File: src/rtl/terminal_counter.sv
// -----------------------------------------------------------------------------
// terminal_counter
//
// Free-running, enable-gated modulo counter. It produces a one-cycle
// terminal-count strobe (tc) every `cmp` enabled clock cycles. A typical use
// is as a rate tick generator, for example a sample-rate strobe with
// cmp = CLK_FREQ / SAMPLE_FREQ.
//
// Parameters:
//   WIDTH   bit width of cmp and out (1..64), default 32
//
// Ports:
//   clk     in   system clock, rising edge
//   rst_n   in   synchronous, active-low reset (clears out, forces tc low)
//   clr     in   synchronous clear, only present with TERMINAL_COUNTER_CLR_EN
//   enable  in   count enable; the counter advances only while high
//   cmp     in   period in enabled cycles, unsigned; 0 behaves like 1
//   tc      out  combinational strobe, high in the enabled cycle that wraps
//   out     out  registered current count
//
// Optional feature (macro TERMINAL_COUNTER_CLR_EN):
//   Adds `clr`, a synchronous clear ranked below rst_n and above enable.
//   While clr is high tc is held low and out returns to 0 at the edge.
//
// Strobe semantics: tc is a single-cycle qualifier, not a handshake. It is
// valid only in the cycle it is high, there is no ready/back-pressure, and
// a consumer must sample it on the same rising edge that wraps the counter.
// -----------------------------------------------------------------------------
module terminal_counter #(
    parameter int WIDTH = 32
) (
    input  logic             clk,
    input  logic             rst_n,
`ifdef TERMINAL_COUNTER_CLR_EN
    input  logic             clr,
`endif
    input  logic             enable,
    input  logic [WIDTH-1:0] cmp,
    output logic             tc,
    output logic [WIDTH-1:0] out
);

    logic [WIDTH-1:0] last_count;
    logic             term;
    logic             clr_int;

`ifdef TERMINAL_COUNTER_CLR_EN
    assign clr_int = clr;
`else
    assign clr_int = 1'b0;
`endif

    // Highest count value of the period. cmp == 0 is treated as cmp == 1,
    // so both give a last count of 0 and the counter never leaves 0.
    always_comb begin
        if (cmp == '0) begin
            last_count = '0;
        end else begin
            last_count = cmp - WIDTH'(1);
        end
    end

    // ">=" rather than "==": if cmp shrinks below the current count the
    // next enabled cycle wraps at once instead of running to 2^WIDTH.
    assign term = (out >= last_count);

    assign tc = rst_n & ~clr_int & enable & term;

    always_ff @(posedge clk) begin
        if (!rst_n) begin
            out <= '0;
        end else if (clr_int) begin
            out <= '0;
        end else if (enable) begin
            if (term) begin
                out <= '0;
            end else begin
                out <= out + WIDTH'(1);
            end
        end
    end

endmodule

File: config.mk
export PLATFORM = sky130hd
export DESIGN_NAME = terminal_counter
export DESIGN_NICKNAME = d
export VERILOG_FILES = /design/src/rtl/terminal_counter.sv
export SDC_FILE = /design/constraint.sdc
export NUM_CORES = 1
export LEC_CHECK = 0
export CORE_MARGIN = 10
export CORE_UTILIZATION = 50
export CTS_CLUSTER_DIAMETER = 30
export CTS_CLUSTER_SIZE = 25
export DETAILED_ROUTE_END_ITERATION = 10
export PLACE_DENSITY_LB_ADDON = 0.12
export SYNTH_ARGS = -nofsm -noshare
export SYNTH_HDL_FRONTEND = slang
export SYNTH_SLANG_ARGS = --single-unit
File: constraint.sdc
create_clock -name clk -period 15.1 [get_ports clk]
set_input_delay 3.02 -clock clk [delete_from_list [all_inputs] [get_ports clk]]
set_output_delay 3.02 -clock clk [all_outputs]
set_load 0.01 [all_outputs]
=== Word level (Yosys, flattened, before mapping) ===
Cells that the tools add are included.

* Bits in registers: 32
* Logic and storage cells: 9
* Input port bits: 35

* Multiplexer cells: 2
* $add $sub $neg: 2
* Order comparisons: 1
* Reduce and logical (&&, ||, !) cells: 1
* Bitwise logic cells: 2

{| class="wikitable"
|+ Operators by type and width
! cell !! count
|-
| 32-bit 2-to-1 mux || 2
|-
| 32-bit by 1-bit adder with 32-bit output (second input constant) || 1
|-
| 32-bit greater-or-equal comparator || 1
|-
| 32-bit zero test || 1
|-
| 32-bit by 1-bit subtractor with 32-bit output (second input constant) || 1
|-
| 1-bit bitwise AND || 2
|}

=== Depth between registers and ports, before layout ===
Gate-level depths: netlist (run 1).

* Depth after elaboration: 4
* Depth in mapped cells: 16
* Mapped depth without buffers: 14

=== Least setup slack after synthesis (run 1) ===
Ideal clock, no wire load.

* Kind: input to output
* From: in cmp[8]
* To: out tc
* Slack: 5.368 ns
* Cell stages on the path: 12
* Data arrival time: 6.712 ns
* Cells stage by stage: or4_1 > nor4_1 > nand4_1 > or4b_1 > o31a_1 > ha_1 > nand4_1 > or4_1 > a31oi_1 > o21a_1 > clkbuf_1 > and2_1

* Word-level cells in the longest chain between the ends: 4
* Elaborated cells on any way between the ends: 5
* Those cells by class: 1 x add/sub; 1 x order compare; 1 x mux; 1 x bitwise; 1 x reduce/logical

{| class="wikitable"
|+ Ends and longest elaborated chain
! item !! line !! source
|-
| start: declaration || 38 || <nowiki>input logic [WIDTH-1:0] cmp,</nowiki>
|-
| 32-bit by 1-bit subtractor with 32-bit output or 32-bit zero test (tied branches) || 59, 56 ||
|-
| 32-bit 2-to-1 mux (*) || 56 || <nowiki>if (cmp == '0) begin</nowiki>
|-
| 32-bit greater-or-equal comparator (*) || 65 || <nowiki>assign term = (out >= last_count);</nowiki>
|-
| 1-bit bitwise AND (*) || 67 || <nowiki>assign tc = rst_n & ~clr_int & enable & term;</nowiki>
|-
| end: declaration || 39 || <nowiki>output logic tc,</nowiki>
|}

Every way passes the cells marked *; elsewhere a longest branch is shown, timed or not.

=== Worst setup path in the final report (run 1) ===
* From: in cmp[7]
* To: out tc

Same word-level chain as after synthesis.

==> impl_results.md, run 1 <==
- Max Clk Rate: approximately 86 MHz
- Reg-to-reg endpoint: out[10]
- Worst hold path class: reg2reg
- Seq. cell area: 641 sq um
- WHS Path Cells: 2
- RD Place Congestion: 0.847
- Cell count of the worst reg-to-reg path: 6
- Cell Area, Placed: 3720 sq um
- Synthesized instance count: approximately 370
- Tmin final: roughly 12000 ps
- Clk buf depth: 2
- Initial Util: 51.3%
- Fin crit share: between 70% and 80%
- Clk pwr share: between 40% and 50%
- Startpoint Class: primary input
- Power share of the sequential group: a little over two fifths
- First-pass DRT Iterations: 4
- Post-Synth Simple-Gate Area: 37.1%
- Static leakage: between 1.5 and 2 nW
- Top Registers: out x32
- Top post-synthesis cells by area: dfxtp_1 (21%), ha_1 (14%), xor2_1 (8.4%)
- Vias per Instance: 5.59
- Setup bufs post-CTS: 0
- Slew headroom: a little under a third
- # fillers: 550
- Number of CTS-inserted buffers: 5
- Post-Route WL: between 7 and 8 mm
- Combinational power share: 16.3%
- Setup TNS Final: 0 ps
- Placed cell count: 504
- Seq cells post-synth: 32
- Hold endpoint: out[21]
- CTS tree: yes
- Compound-Gate Fraction of Synth Area: about 8%
- P&R area growth vs syn: 26.6%
- Share of cells above drive strength 1: 3.89%
- Max-cap violations: 0
- Fin cells: about 510
- Register area share after synthesis: between 20% and 30%
- Largest net degree at the start of global routing: 34
- Layout Skew: ~8.5 ps
- Initial antenna violation count: 0
- Synth top area share: 21.2%
- CTS root buffer: clkbuf_8
- P_sw: 48.2 uW
- Die height: about 98 um
- Top_reg_cell synth: dfxtp_1
- CP Class: in2out
- Arrival @ worst endpoint: 8630 ps
- Post-route DRC: 0
- Unrepaired setup endpoints after global routing: false
- Gr ovfl total: 0
- Tot GR Track Use: between 10% and 20%
- Unique masters post-synth: 50
- Switching share of power: 24.1%
- Max reg flops: 32
- Worst R2R Start: out[25]
- Die Wd: 97.7 um
- H-tree depth: 2
- CP max FO: 30
- Top reg by flops: out
- PostCTS Resize Cnt: 0
- Pwr Density: around 52 nW/um^2
- Cell internal pwr: about 150 uW
- Final Hold Vio Count: 0
- Post-Syn Nets: roughly 440
- DR iter-0 viols: 113
- Worst setup EP type: output pin
- Slew Limit Fails: 0
- Asr flop ratio synth: 0%
- Via count of the first global-routing pass: between 2k and 3k
- DR vias: about 2.9k
- Status: finished, final reports clean
- Net count reported at finish: around 500
- Synth warnings: 0
- Hold Buf Count CTS: 0
- Worst IR drop on VDD: a little under 0.00006 V
- Synth Area in XOR/XNOR: between 10% and 20%
- Area occupied by multi-input gates: 2280 sq um
- First-pass GRT wire length: ~13 mm
- Yosys top cell by area: dfxtp_1
- Register-to-Register Setup Slack: 12130 ps
- FP Rows: 28
- Worst Tran Pin Value: slightly above 1000 ps
- Worst-Skew Late Latency: between 200 and 300 ps
- Design area: approximately 3800 sq um
- Die area: 9550 sq um
- Largest family of logic cells by synthesized area: simple AND/OR/NAND/NOR gates
- Adder-cell share of the synthesized area: 14.5%
- DRT antenna net count: 0
- EDFF count, synth: 0
- PortBufs: 67
- Clock transition at the registers of the reported paths: 60 ps
- IO Pins: 68
- Wire per inst: between 15 and 20 um
- Estimated wirelength of the detail-placed design: approximately 6.3 mm
- Critical Path RT: 12080 ps
- Core Region: 5890 sq um
- HP Start: out[21]
- Syn_area_per_cell: between 8 and 9 sq um
- Post-synthesis mux area share: 0.663%
- Final setup viols: 0
- Total power: 200 uW
- Cell Area, Synth: 3020 sq um
- Clk sinks: 32
- Antenna diode count: 0
-- cell type report --
| cell class | count | area share (%) |
|---|---|---|
| multi-input combinational | 322 | 59.7 |
| timing repair buffer | 67 | 17.5 |
| clock inverter | 2 | 0.916 |
| sequential | 32 | 16.7 |
| clock buffer | 6 | 1.90 |
| inverter | 8 | 0.785 |
| tap | 75 | 2.45 |
-- routing by layer --
layer	vias up	global-route usage [%]	wire length (um)
li1	1459	-	-
met1	1316	19.3	3620
met2	73	27.8	3800
met3	12	4.34	416
met4	0	3.58	86
met5	-	0	0
-- worst max path at each step --
stage,start,end
floorplan,cmp[8],tc
global placement,cmp[7],tc
detailed placement,cmp[7],tc
CTS,cmp[7],tc
global route,cmp[6],tc
finish,cmp[7],tc
-- kinds of logic after synthesis --
group,Yosys count
compound gates,37
simple gates,195
mux,2
xor+xnor,53
buf+inv,19
fa+ha+maj,35
flops,32
-- cell usage after synthesis, types with 2 or more instances --
library cell and count:
nand2b_1 7, a21boi_0 2, nand2_2 2, nand3_1 11
buf_6 2, dfxtp_1 32, nor3b_1 29, o21a_1 3
a31oi_1 2, nand2_1 48, o21ai_0 7, or4_1 5
xor2_1 29, and4_1 4, ha_1 35, and2_1 8
nor2_1 24, or3_1 2, a21o_1 4, and3_1 5
nand3b_1 2, mux2i_1 2, nor3_1 14, nand4_1 13
nor4_1 6, clkbuf_1 8, or4_4 2, inv_1 8
xnor2_1 24, nor2b_1 2, a21oi_1 11, or2_2 2
-- power groups by stage --
stage / Sequential, mW / Combinational [mW] / Clock, mW
6_report: 0.0856 / 0.0325 / 0.0817
5_1_grt: 0.0856 / 0.0368 / 0.0869
4_1_cts: 0.0856 / 0.0328 / 0.0823
3_5_place_dp: 0.0875 / 0.0326 / 0
3_3_place_gp: 0.0875 / 0.0321 / 0
2_1_floorplan: 0.0875 / 0.0160 / 0
-- metrics by stage --
step	utilization [%]	worst slack [ps]	hold slack, ps
after floorplan	-	5370	589
after global routing	65.0	3040	646
after detailed placement	63.2	3500	592
after global placement	63.2	3620	590
final	65.0	3450	600
after CTS	65.0	3490	608
-- worst max-delay path: stages --
cell and delay [ps]:
clkdlybuf4s50_1 460, or4_1 600, nor4_1 400, nand4_1 350, or4b_1 600, o31a_1 250
ha_1 310, nand4_1 140, or4_1 540, a31oi_1 330, o21a_1 850, and2_1 230
clkdlybuf4s50_1 530
-- cell usage in the layout (no fill, tap or decap), types with 13 or more instances in the layout --
cell              n
nor3_1           14
nor2_1           24
nand4_1          13
clkdlybuf4s50_1  67
dfxtp_1          32
nor3b_1          29
xnor2_1          24
ha_1             35
nand2_1          48
xor2_1           29
No activity file was read; power rests on OpenSTA's default activity.
==> run 2, diff against run 1 <==
--- a/config.mk
+++ b/config.mk
@@ -6,7 +6,7 @@
 export NUM_CORES = 1
 export LEC_CHECK = 0
 export CORE_MARGIN = 10
-export CORE_UTILIZATION = 50
+export CORE_UTILIZATION = 47
 export CTS_CLUSTER_DIAMETER = 30
 export CTS_CLUSTER_SIZE = 25
 export DETAILED_ROUTE_END_ITERATION = 10
==> constraint.sdc (replaced) <==
create_clock -name clk -period 10.4 [get_ports clk]
set_input_delay 2.08 -clock clk [delete_from_list [all_inputs] [get_ports clk]]
set_output_delay 2.08 -clock clk [all_outputs]
set_load 0.01 [all_outputs]
==> run 2 against run 1 <==
  * Hold slack better by 11 ps
  * Flip-flop and latch count did not move
  * Register-to-register slack lost 4300 ps
  * Critical path depth increased by 1
  * Non-clock buffer count up 1
  * Clock-buffer cell count increased by 2
  * Clock skew is 4.2 ps lower
  * Worst setup slack got worse by 2400 ps
  * Clock power up 22%
  * Via count decreased by 1.2%
==> impl_results.md, run 2 (synthesis results as in run 1) <==
- Worst IR drop on VDD: 0.0000732 V (was 0.0000577 V)
- CP peak stage delay: 610 ps (was 850 ps)
- Crit path cell chain: clkdlybuf4s50_1 -> or4_1 -> nor4_1 -> nand4_1 -> or4b_1 -> o31a_1 -> ha_1 -> nand4_1 -> or4_1 -> a31oi_1 -> o21a_1 -> buf_4 -> and2_1 -> clkdlybuf4s50_1 (was clkdlybuf4s50_1 -> or4_1 -> nor4_1 -> nand4_1 -> or4b_1 -> o31a_1 -> ha_1 -> nand4_1 -> or4_1 -> a31oi_1 -> o21a_1 -> and2_1 -> clkdlybuf4s50_1)
- Final setup viols: 0 (unchanged)
- P_sw: 68.0 uW (was 48.2 uW)
- Combinational power share: 17.4% (was 16.3%)
- Clk sinks: 32 (unchanged)
- GRT Max-Usage Layer: met2 (unchanged)
- Via count of the first global-routing pass: 2713 (was 2851)
- Number of CTS-inserted buffers: 5 (unchanged)
- Worst-Skew Late Latency: 290 ps (was 280 ps)
- Clk buf depth: 2 (unchanged)
- CTS root buffer: clkbuf_8 (unchanged)
- Startpoint Class: primary input (unchanged)
- Worst R2R Start: out[0] (was out[25])
- Antenna diode count: 0 (unchanged)
- CP Class: in2out (unchanged)
- Top reg by flops: out (unchanged)
- Fin crit share: roughly nine tenths
- Setup WS post-layout: 1000 ps (was 3450 ps)
- Arrival @ worst endpoint: 7320 ps (was 8630 ps)
- Top Registers: out x32 (unchanged)
- PortBufs: 67 (unchanged)
- Cell internal pwr: 203 uW (was 152 uW)
- P&R area growth vs syn: 26.4% (was 26.6%)
- FP Rows: 29 (was 28)
- Switching share of power: 25.1% (was 24.1%)
- Die height: 100 um (was 97.7 um)
- Slew Limit Fails: 0 (unchanged)
- Worst setup EP type: output pin (unchanged)
- PostCTS Resize Cnt: 0 (unchanged)
- Pre-CTS WS: 1090 ps (was 3500 ps)
- HP Start: out[21] (unchanged)
- Tot GR Track Use: 15.6% (was 16.1%)
- Critical path origin: cmp[7] (unchanged)
- First-pass GRT wire length: 13.0 mm (was 13.3 mm)
- Share of cells above drive strength 1: 3.88% (was 3.89%)
- DR vias: 2825 (was 2860)
- Power share of the sequential group: 45.9% (was 42.8%)
- GR Util met3: 4.53% (was 4.34%)
- Estimated wirelength of the detail-placed design: 6.47 mm (was 6.29 mm)
- Status: finished, final reports clean (unchanged)
- Most common cell after layout, fill and taps aside: clkdlybuf4s50_1 (unchanged)
- RD Place Congestion: 0.838 (was 0.847)
- Max Clk Rate: around 110 MHz
- Gr ovfl total: 0 (unchanged)
- Critical Path RT: 8320 ps (was 12080 ps)
- DR iter-0 viols: 123 (was 113)
- H-tree depth: 2 (unchanged)
- Die Wd: 100 um (was 97.7 um)
- Leading cell types in the layout, fill and taps excluded: clkdlybuf4s50_1 (67), nand2_1 (48), ha_1 (35) (unchanged)
- CP max FO: 30 (unchanged)
- Clk pwr share: 36.7% (was 40.9%)
- Max reg flops: 32 (unchanged)
- Die area: 10000 sq um (was 9550 sq um)
- Post-Route WL: 7.99 mm (was 7.92 mm)
- Core Region: 6310 sq um (was 5890 sq um)
- First-pass DRT Iterations: 4 (unchanged)
- CTS tree: yes (unchanged)
- Pwr Density: 71.0 nW/um^2 (was 52.3 nW/um^2)
- DRT antenna net count: 0 (unchanged)
- # fillers: 613 (was 550)
- Max-cap violations: 0 (unchanged)
- Setup TNS Final: 0 ps (unchanged)
- Setup bufs post-CTS: 0 (unchanged)
- Vias per Instance: 5.49 (was 5.59)
- Net count reported at finish: 507 (was 506)
- Largest net degree at the start of global routing: 34 (unchanged)
- Critical path's slowest cell: or4_1 (was o21a_1)
- Clock transition at the registers of the reported paths: 70 ps (was 60 ps)
- Slew headroom: 39.1% (was 31.4%)
- Tmin final: between 9000 and 10000 ps
- IO Pins: 68 (unchanged)
- Grt met2 use: 26.4% (was 27.8%)
- Layout Skew: 4.27 ps (was 8.49 ps)
- Final Hold Vio Count: 0 (unchanged)
- Static leakage: 1.51 nW (about the same)
- Met1 Usage GRT: 19.1% (was 19.3%)
- Post-route DRC: 0 (unchanged)
- Wire per inst: 15.5 um (about the same)
- Worst hold path class: reg2reg (unchanged)
- Hold Buf Count CTS: 0 (unchanged)
- Unrepaired setup endpoints after global routing: false (unchanged)
- Initial antenna violation count: 0 (unchanged)
- Initial Util: 47.8% (was 51.3%)
- Worst Tran Pin Value: 911 ps (was 1030 ps)
-- run 2: changes by cell type in the layout (fill, tap and decap cells not counted), sizes merged --
cell	previous run	this run
buf	0	1
bufinv	1	0
clkbuf	6	8
clkinv	1	0
-- run 2: layout make-up --
cell class	count	area, sq um	area share, %
multi-input cells	322	2280	59.8
repair buffers	68	678	17.8
flip-flops and latches	32	641	16.8
well taps	77	96.3	2.52
clock buffers	8	90.1	2.36
inverters	8	30.0	0.787
-- run 2: per-stage QoR --
step | hold WS [ps] | instance area [sq um] | util [%] | instances | power, mW
floorplan | 589 | 3020 | - | 373 | 0.150
CTS | 617 | 3820 | 60.5 | 515 | 0.274
global placement | 594 | 3730 | 59.0 | 507 | 0.174
detailed placement | 599 | 3730 | 59.0 | 507 | 0.174
finish | 611 | 3820 | 60.5 | 515 | 0.271
global route | 640 | 3820 | 60.5 | 515 | 0.284
-- run 2: worst paths after layout --
check,endpoint,slack (ps),depth (start not counted)
worst max-delay path,tc,1000,14
worst min-delay path,out[21],610,2
worst max register to register,out[22],7850,9
worst min register to register,out[21],610,2
-- run 2: worst max-delay path, delay by kind of cell --
family,cells,cell delay [ps]
buffers and inverters,3,1310
and+or+nand+nor,7,2870
adders and majority gates,1,310
AOI/OAI and AO/OA,3,750
-- run 2: power by group through the flow --
stage          clock network (mW)  registers, mW  logic, mW
2_1_floorplan                   0          0.127     0.0232
5_1_grt                     0.107          0.124     0.0527
3_3_place_gp                    0          0.127     0.0466
6_report                   0.0995          0.124     0.0471
4_1_cts                     0.102          0.124     0.0476
3_5_place_dp                    0          0.127     0.0473
-- run 2: per-layer routing --
layer  vias to the layer above  wire length [um]  part of all wire [%]
met5                         -                 0                     0
met4                         0                58                  0.73
met3                         8               442                   5.5
met2                        49              3880                    48
met1                      1305              3620                    45
li1                       1463                 -                     -
==> run 3, diff against run 2 <==
--- a/config.mk
+++ b/config.mk
@@ -5,7 +5,6 @@
 export SDC_FILE = /design/constraint.sdc
 export NUM_CORES = 1
 export LEC_CHECK = 0
-export CORE_MARGIN = 10
 export CORE_UTILIZATION = 47
 export CTS_CLUSTER_DIAMETER = 30
 export CTS_CLUSTER_SIZE = 25
==> run 3 against run 2 <==
  * Die area shrank 33%
  * First-iteration DRC count increased by 17%
  * Total power is 3.1% lower
  * Highest routed layer unchanged
==> impl_results.md, run 3 (synthesis results as in run 1) <==
- Post-route DRC: 0 (unchanged)
- Gr ovfl total: 0 (unchanged)
- First-pass GRT wire length: 12.2 mm (was 13.0 mm)
- Estimated wirelength of the detail-placed design: 6.05 mm (was 6.47 mm)
- Antenna diode count: 0 (unchanged)
- Top reg by flops: out (unchanged)
- Share of cells above drive strength 1: 3.89% (was 3.88%)
- Max reg flops: 32 (unchanged)
- Final Hold Vio Count: 0 (unchanged)
- PostCTS Resize Cnt: 0 (unchanged)
- CTS tree: yes (unchanged)
- First-pass DRT Iterations: 4 (unchanged)
- Number of CTS-inserted buffers: 5 (unchanged)
- PortBufs: 67 (unchanged)
- Worst Hold Slack: 610 ps (was 611 ps)
- Critical Path RT: 8320 ps (about the same)
- Tot GR Track Use: 23.5% (was 15.6%)
- P&R area growth vs syn: 25.9% (was 26.4%)
- Most common cell after layout, fill and taps aside: clkdlybuf4s50_1 (unchanged)
- Worst IR drop on VDD: 0.0000676 V (was 0.0000732 V)
- RD Place Congestion: 0.845 (was 0.838)
- Clock transition at the registers of the reported paths: 60 ps (was 70 ps)
- Worst Tran Pin Value: 889 ps (was 911 ps)
- Post-Route WL: 7.58 mm (was 7.99 mm)
- CP max FO: 30 (unchanged)
- Via count of the first global-routing pass: 2678 (was 2713)
- Wire per inst: 14.8 um (was 15.5 um)
- Max-cap violations: 0 (unchanged)
- Static leakage: 1.50 nW (was 1.51 nW)
- Top Registers: out x32 (unchanged)
- Total power: 263 uW (was 271 uW)
- Core Region: 6060 sq um (was 6310 sq um)
- Slew headroom: 40.5% (was 39.1%)
- Startpoint Class: primary input (unchanged)
- Unrepaired setup endpoints after global routing: false (unchanged)
- Clk buf depth: 2 (unchanged)
- Net count reported at finish: 507 (unchanged)
- DR iter-0 viols: 144 (was 123)
- Slew Limit Fails: 0 (unchanged)
- Clk sinks: 32 (unchanged)
- Pwr Density: 69.1 nW/um^2 (was 71.0 nW/um^2)
- Die height: 82.2 um (was 100 um)
- DR vias: 2903 (was 2825)
- CTS root buffer: clkbuf_8 (unchanged)
- Initial Util: 49.8% (was 47.8%)
- Largest net degree at the start of global routing: 34 (unchanged)
- Worst setup EP type: output pin (unchanged)
- FP Rows: 28 (was 29)
- Setup bufs post-CTS: 0 (unchanged)
- Hold Buf Count CTS: 0 (unchanged)
- Setup TNS Final: 0 ps (unchanged)
- Status: finished, final reports clean (unchanged)
- Arrival @ worst endpoint: 7140 ps (was 7320 ps)
- Die Wd: 82.2 um (was 100 um)
- Worst-Skew Late Latency: 280 ps (was 290 ps)
- Leading cell types in the layout, fill and taps excluded: clkdlybuf4s50_1 (67), nand2_1 (48), ha_1 (35) (unchanged)
- Die area: 6750 sq um (was 10000 sq um)
- Fin crit share: 88.6% (was 90.4%)
- DRT antenna net count: 0 (unchanged)
- Tmin final: 9220 ps (was 9400 ps)
- Layout Skew: 6.29 ps (was 4.27 ps)
- Final setup viols: 0 (unchanged)
- Setup WS post-layout: 1180 ps (was 1000 ps)
- H-tree depth: 2 (unchanged)
- CP Class: in2out (unchanged)
- Pre-CTS WS: 1200 ps (was 1090 ps)
- Max Clk Rate: 108 MHz (was 106 MHz)
- Worst hold path class: reg2reg (unchanged)
- Vias per Instance: 5.67 (was 5.49)
- IO Pins: 68 (unchanged)
- Initial antenna violation count: 0 (unchanged)
[run 3: area by class of cell]
cell class              instances  area [sq um]
multi-input cells             322          2280
clock buffers                   6          72.6
flip-flops and latches         32           641
repair buffers                 68           678
fillers                       568          2260
inverters                       8          30.0
clock inverters                 1          5.00
well taps                      75          93.8
[run 3: per-layer routing]
layer | global-route usage (%) | up-vias | routed length (um)
li1 | - | 1468 | -
met1 | 28.8 | 1353 | 3400
met2 | 41.7 | 73 | 3770
met3 | 4.40 | 9 | 324
met4 | 6.67 | 0 | 89
met5 | 0 | - | 0
[run 3: final timing paths]
kind / cells past startpoint / start / slack, ps / end
setup / recovery: 14 / cmp[7] / 1180 / tc
hold / removal: 2 / out[17] / 610 / out[17]
setup reg to reg: 9 / out[0] / 7890 / out[30]
hold reg to reg: 2 / out[17] / 610 / out[17]
[run 3: stage by stage]
step / area [sq um] / util, % / instances
after floorplan: 3020 / - / 373
after detailed placement: 3720 / 61.5 / 505
after global placement: 3720 / 61.5 / 505
after CTS: 3800 / 62.7 / 512
final: 3800 / 62.7 / 512
after global routing: 3800 / 62.7 / 512
[run 3: power breakdown]
part / switching [mW] / internal, mW / leakage (nW)
clock network: 0.0451 / 0.0454 / 0.0410
registers: 0.00111 / 0.123 / 0.258
logic: 0.0219 / 0.0261 / 1.20
[run 3: critical path, cell delays in order]
cell and delay (ps):
clkdlybuf4s50_1 460, or4_1 600, nor4_1 370, nand4_1 310
or4b_1 590, o31a_1 260, ha_1 310, nand4_1 140
or4_1 550, a31oi_1 300, o21a_1 160, buf_4 290
and2_1 170, clkdlybuf4s50_1 530
